File: src/rtl/latch_monitor.sv
// latch_monitor - reference-model checker for the SR/JK/D latch block.
// Samples a/b, delays the expected state by SETTLE_CYC cycles and counts divergences.
module latch_monitor #(
  parameter int SETTLE_CYC = 1,
  parameter int CNT_W      = 8
) (
  input  logic             clk,
  input  logic             rst_n,
  input  logic             sample_en,
  input  logic             clear,
  input  logic             a,
  input  logic             b,
  input  logic             sr_q,
  input  logic             sr_qn,
  input  logic             jk_q,
  input  logic             jk_qn,
  input  logic             d_q,
  input  logic             d_qn,
  output logic             err,
  output logic             err_pulse,
  output logic [2:0]       err_vec,
  output logic [CNT_W-1:0] sr_err_cnt,
  output logic [CNT_W-1:0] jk_err_cnt,
  output logic [CNT_W-1:0] d_err_cnt,
  output logic [CNT_W-1:0] sample_cnt
);

  localparam logic [CNT_W-1:0] CNT_MAX = '1;
  localparam logic [CNT_W-1:0] CNT_ONE = CNT_W'(1);

  typedef struct packed {
    logic valid;
    logic sr_known;
    logic sr_inv;
    logic sr_exp;
    logic jk_known;
    logic jk_exp;
    logic d_exp;
  } entry_t;

  logic sr_known_q, sr_known_d, sr_inv_q, sr_inv_d, sr_exp_q, sr_exp_d;
  logic jk_known_q, jk_known_d, jk_exp_q, jk_exp_d;
  entry_t line_q [SETTLE_CYC];
  entry_t line_d [SETTLE_CYC];
  entry_t head;

  logic             sr_fail, jk_fail, d_fail;
  logic [2:0]       fail_vec;
  logic             err_q, err_d, err_pulse_q, err_pulse_d;
  logic [2:0]       err_vec_q, err_vec_d;
  logic [CNT_W-1:0] sr_cnt_q, sr_cnt_d, jk_cnt_q, jk_cnt_d;
  logic [CNT_W-1:0] d_cnt_q, d_cnt_d, smp_cnt_q, smp_cnt_d;

  function automatic logic [CNT_W-1:0] sat_inc(input logic [CNT_W-1:0] c);
    return (c == CNT_MAX) ? c : c + CNT_ONE;
  endfunction

  // Reference model; the entry pushed carries the post-update state.
  always_comb begin
    sr_known_d = sr_known_q;
    sr_inv_d   = sr_inv_q;
    sr_exp_d   = sr_exp_q;
    jk_known_d = jk_known_q;
    jk_exp_d   = jk_exp_q;
    if (sample_en) begin
      unique case ({a, b})
        2'b10: begin
          sr_known_d = 1'b1; sr_inv_d = 1'b0; sr_exp_d = 1'b1;
          jk_known_d = 1'b1; jk_exp_d = 1'b1;
        end
        2'b01: begin
          sr_known_d = 1'b1; sr_inv_d = 1'b0; sr_exp_d = 1'b0;
          jk_known_d = 1'b1; jk_exp_d = 1'b0;
        end
        2'b11: begin
          sr_known_d = 1'b0; sr_inv_d = 1'b1;
          jk_exp_d   = ~jk_exp_q;
        end
        default: ;
      endcase
    end

    line_d[0] = '0;
    if (sample_en) begin
      line_d[0] = {1'b1, sr_known_d, sr_inv_d, sr_exp_d, jk_known_d, jk_exp_d, a};
    end
    for (int i = 1; i < SETTLE_CYC; i++) begin
      line_d[i] = line_q[i-1];
    end
    head = line_q[SETTLE_CYC-1];
  end

  // SR after an invalid 11 may legally show q == qn, so that check is waived there.
  always_comb begin
    sr_fail  = (head.sr_known && (sr_q != head.sr_exp)) || (!head.sr_inv && (sr_q == sr_qn));
    jk_fail  = (head.jk_known && (jk_q != head.jk_exp)) || (jk_q == jk_qn);
    d_fail   = (d_q != head.d_exp) || (d_q == d_qn);
    fail_vec = {d_fail, jk_fail, sr_fail};

    err_d       = err_q;
    err_pulse_d = 1'b0;
    err_vec_d   = err_vec_q;
    sr_cnt_d    = sr_cnt_q;
    jk_cnt_d    = jk_cnt_q;
    d_cnt_d     = d_cnt_q;
    smp_cnt_d   = smp_cnt_q;
    if (clear) begin
      err_d     = 1'b0;
      err_vec_d = 3'b000;
      sr_cnt_d  = '0;
      jk_cnt_d  = '0;
      d_cnt_d   = '0;
      smp_cnt_d = '0;
    end else if (head.valid) begin
      smp_cnt_d = sat_inc(smp_cnt_q);
      if (|fail_vec) begin
        err_pulse_d = 1'b1;
        err_d       = 1'b1;
        err_vec_d   = fail_vec;
        if (sr_fail) sr_cnt_d = sat_inc(sr_cnt_q);
        if (jk_fail) jk_cnt_d = sat_inc(jk_cnt_q);
        if (d_fail)  d_cnt_d  = sat_inc(d_cnt_q);
      end
    end
  end

  always_ff @(posedge clk or negedge rst_n) begin
    if (!rst_n) begin
      sr_known_q  <= 1'b0;
      sr_inv_q    <= 1'b0;
      sr_exp_q    <= 1'b0;
      jk_known_q  <= 1'b0;
      jk_exp_q    <= 1'b0;
      for (int i = 0; i < SETTLE_CYC; i++) line_q[i] <= '0;
      err_q       <= 1'b0;
      err_pulse_q <= 1'b0;
      err_vec_q   <= 3'b000;
      sr_cnt_q    <= '0;
      jk_cnt_q    <= '0;
      d_cnt_q     <= '0;
      smp_cnt_q   <= '0;
    end else begin
      sr_known_q  <= sr_known_d;
      sr_inv_q    <= sr_inv_d;
      sr_exp_q    <= sr_exp_d;
      jk_known_q  <= jk_known_d;
      jk_exp_q    <= jk_exp_d;
      for (int i = 0; i < SETTLE_CYC; i++) line_q[i] <= line_d[i];
      err_q       <= err_d;
      err_pulse_q <= err_pulse_d;
      err_vec_q   <= err_vec_d;
      sr_cnt_q    <= sr_cnt_d;
      jk_cnt_q    <= jk_cnt_d;
      d_cnt_q     <= d_cnt_d;
      smp_cnt_q   <= smp_cnt_d;
    end
  end

  assign err        = err_q;
  assign err_pulse  = err_pulse_q;
  assign err_vec    = err_vec_q;
  assign sr_err_cnt = sr_cnt_q;
  assign jk_err_cnt = jk_cnt_q;
  assign d_err_cnt  = d_cnt_q;
  assign sample_cnt = smp_cnt_q;

endmodule
File: config.mk
export PLATFORM = sky130hd
export DESIGN_NAME = latch_monitor
export DESIGN_NICKNAME = d
export VERILOG_FILES = /design/src/rtl/latch_monitor.sv
export SDC_FILE = /design/constraint.sdc
export NUM_CORES = 1
export LEC_CHECK = 0
export CORE_MARGIN = 2
export CORE_UTILIZATION = 45
export CTS_BUF_LIST = sky130_fd_sc_hd__clkbuf_16
export DETAILED_ROUTE_END_ITERATION = 8
export GPL_ROUTABILITY_DRIVEN = 0
export GPL_TIMING_DRIVEN = 0
export PLACE_DENSITY = 0.68
export SKIP_LAST_GASP = 1
export SLEW_MARGIN = 20
export SYNTH_ARGS = -nofsm -noshare
export SYNTH_HDL_FRONTEND = slang
export SYNTH_SLANG_ARGS = --single-unit
File: constraint.sdc
create_clock -name clk -period 4.5 [get_ports clk]
set_input_delay 0.675 -clock clk [delete_from_list [all_inputs] [get_ports clk]]
set_output_delay 0.675 -clock clk [all_outputs]
set_load 0.02 [all_outputs]
==> impl_metrics.yaml <==
routing:
  vias: 1976
  met1_length_mm: 2.524
  wirelength_mm: 5.202
  wl_met3_um: 210
  drt_iter0_markers: 64
  wl_per_cell_um: 13.91
  drc: 0
  ant_nets: 0
  drt-pass1-iter-count: 4
  wl_met2_mm: 2.443
  top_layer_used: "met4"
  viasPerCell: 5.283
power:
  clockPowerShare: 0.405
  pwr-share-seq: 0.473
  cell_internal_pwr_uw: 775.4
  leakage_uw: 0.001267
  p_sw_frac: 0.2335
  p_switching_uw: 236.2
  ir_worst_vdd_uv: 208.2
  p_per_area_mw_per_mm2: 317.6
  combinationalPowerShare: 0.123
critical_path:
  cp_top_family: "compound AO/OA/AOI/OAI gates"
  crit_chain: "clkdlybuf4s50_1, nand2b_1, o221ai_1, o21bai_1, mux2i_1, nor2_1"
  critPathBufInv: 1
  cp_slowest_cell: "o221ai_1"
  startpoint_type: "input port"
  critPathKind: "in2reg"
  arrival_ps: 2390
  critPathMaxStageDelay_ps: 560
  cp.required_ps: 4650
  critPathMaxFanout: 8
  end_kind: "flip-flop"
  rrSetupSlack_ps: 2730
place:
  place.port_buffers: 48
  dp_hpwl_mm: 3.613
  place_inst: 367
  placed_cell_area_mm2: 0.003025
sta:
  fin_skew_ps: 3.608
  setup_tns_ps: 0
  hold_viol_final: 0
  finalCriticalPeriod_ps: 2244
  slew_headroom: 0.5444
  worstMarginPinSlew_ps: 683.4
  rsz0062_at_grt: "false"
  final_max_slew_viol_count: 0
  fmax_ghz: 0.4457
  final-setup-viol-count: 0
  fin_hold_ws_ps: 408.9
  finalCritPeriodShare: 0.4986
die:
  fp.coreArea_mm2: 0.005205
  ios: 49
  die_w_um: 77.94
  num_rows: 26
  fp.dieArea_mm2: 0.006074
  die_y_um: 77.94
  start_util: 0.4726
outcome:
  status: "finished, final reports clean"
cts:
  clock_latency_ps: 280
  cts.path.max_buffers: 2
  cts_tree: "done"
  ctsResizeCount: 0
  cts_made_buffers: 5
  hold_buffers: 0
  clk_pin_slew_worst_paths_ps: 60
  cts_setup_buffers: 0
  clkSinkCount: 49
  cts-root-buf: "clkbuf_16"
  htreeDepth: 2
min_path:
  hold_class: "in2async"
final_layout:
  fill_cells: 494
  final_cells: 374
  multi_input_area_mm2: 0.001170
  area_growth_pct: 29.50
  num_antenna_cells: 0
  stdcell_area_mm2: 0.003186
  regArea_mm2: 0.001226
  drive_gt1_frac: 0.07895
  layout.nets: 323
synthesis:
  synthesis.nets: 268
  synth_edf_count: 0
  synth_ff_type: "dfrtp_1"
  ys_warn_count: 0
  synth_commonest_cells: "dfrtp_1, nor2_1, nand2_1, nand3_1, a21oi_1"
  ys_ff_latch: 49
  synth_most_common_cell: "dfrtp_1"
  ys_types: 45
  ys_seq_area_frac: 0.4985
  netlist.area_leader.share: 0.4985
  yosys-top-cells-area: "dfrtp_1, nor2_1, ha_1, xnor2_1, nand2_1"
  syn_area_mm2: 0.002460
  post-synth-top-area-cell: "dfrtp_1"
  postSynthAreaPerCell_um2: 9.879
  synth_cells: 249
  async_flop_share: 1.000
global_routing:
  grt_max_degree: 50
  overflow: 0
  first_global_vias: 1855
  antenna_found_initial: 0
  grt_pass1_wl_mm: 8.956
  grt_usage: 0.1870
run:
  cap_violations: 0
-- state kept, by name, indices dropped and copies added, names as in the netlist --
| name | cells |
|---|---|
| head | 7 |
| sr_known_q | 1 |
| sample_cnt | 8 |
| jk_known_q | 1 |
| err | 1 |
| sr_exp_q | 1 |
| sr_inv_q | 1 |
| err_vec | 3 |
| jk_exp_q | 1 |
| jk_err_cnt | 8 |
| err_pulse | 1 |
| sr_err_cnt | 8 |
| d_err_cnt | 8 |
-- cells in the final DEF, fill, tap and decap left out, types with 3 or more instances in the layout --
| cell type | instances |
|---|---|
| mux2_2 | 4 |
| inv_1 | 8 |
| a31oi_1 | 6 |
| nand2b_1 | 9 |
| clkbuf_1 | 4 |
| nor4_1 | 5 |
| xnor2_1 | 10 |
| clkbuf_16 | 5 |
| and2_1 | 6 |
| nor2b_1 | 3 |
| mux2i_1 | 5 |
| xor2_1 | 5 |
| o21ai_0 | 5 |
| clkdlybuf4s50_1 | 47 |
| nand4_1 | 7 |
| a21oi_1 | 12 |
| ha_1 | 7 |
| nor3_1 | 6 |
| nor2_1 | 31 |
| dfrtp_1 | 49 |
| nand3_1 | 14 |
| nand2_1 | 21 |
-- per-stage QoR --
step	worst slack [ps]	utilization	power, uW
final	2256	0.6120	1012
after global routing	2168	0.6120	1060
after global placement	1261	0.5817	608.9
after CTS	2255	0.6120	1025
after floorplan	2617	-	552.7
after detailed placement	2006	0.5813	610.8
-- kinds of logic (layout without fill, tap and decap cells) --
group | Yosys count | in the layout | synth area share
compound gates | 38 | 38 | 0.1027
flops | 49 | 49 | 0.4985
simple gates | 117 | 117 | 0.2452
xor+xnor | 15 | 15 | 0.05341
mux | 9 | 9 | 0.03866
buf+inv | 14 | 69 | 0.02594
fa+ha+maj | 7 | 7 | 0.03560
-- routing by layer --
layer / GRT usage / vias to the layer above
li1: - / 982
met3: 0.05000 / 2
met2: 0.2931 / 39
met4: 0.04737 / 0
met1: 0.2587 / 953
met5: 0 / -
-- layout make-up --
cell class	count	share of cell area
sequential	49	0.3849
multi-input combinational	186	0.3672
timing repair buffer	48	0.1500
clock buffer	5	0.03928
tap	70	0.02749
clock inverter	2	0.01100
buffer	6	0.01060
inverter	8	0.009427
-- worst reg2reg max path: stages (launching register included) --
cell and delay, ps:
dfrtp_1 370, buf_4 190, o221ai_1 330, nor4_1 520
xnor2_1 170, nor2_1 50
-- power groups by stage --
stage                     sequential (uW)  clock, uW  combinational [uW]
after floorplan                       495          0                57.3
after global placement                485          0                 124
after detailed placement              486          0                 125
after CTS                             478        420                 126
after global routing                  481        441                 138
final                                 478        409                 124
-- path summary, 6_finish.rpt --
kind	start	endpoint	cells past startpoint
setup / recovery	d_qn	d_err_cnt[1]$_DFFE_PN0P_	6
hold / removal	rst_n	sample_cnt[5]$_DFFE_PN0P_	1
setup reg to reg	head[6]$_DFF_PN0_	d_err_cnt[6]$_DFFE_PN0P_	5
hold reg to reg	jk_known_q$_DFF_PN0_	jk_known_q$_DFF_PN0_	1
max in group asynchronous	rst_n	d_err_cnt[5]$_DFFE_PN0P_	1
min in group clk	jk_known_q$_DFF_PN0_	jk_known_q$_DFF_PN0_	1
(Power assumes the default switching activity.)
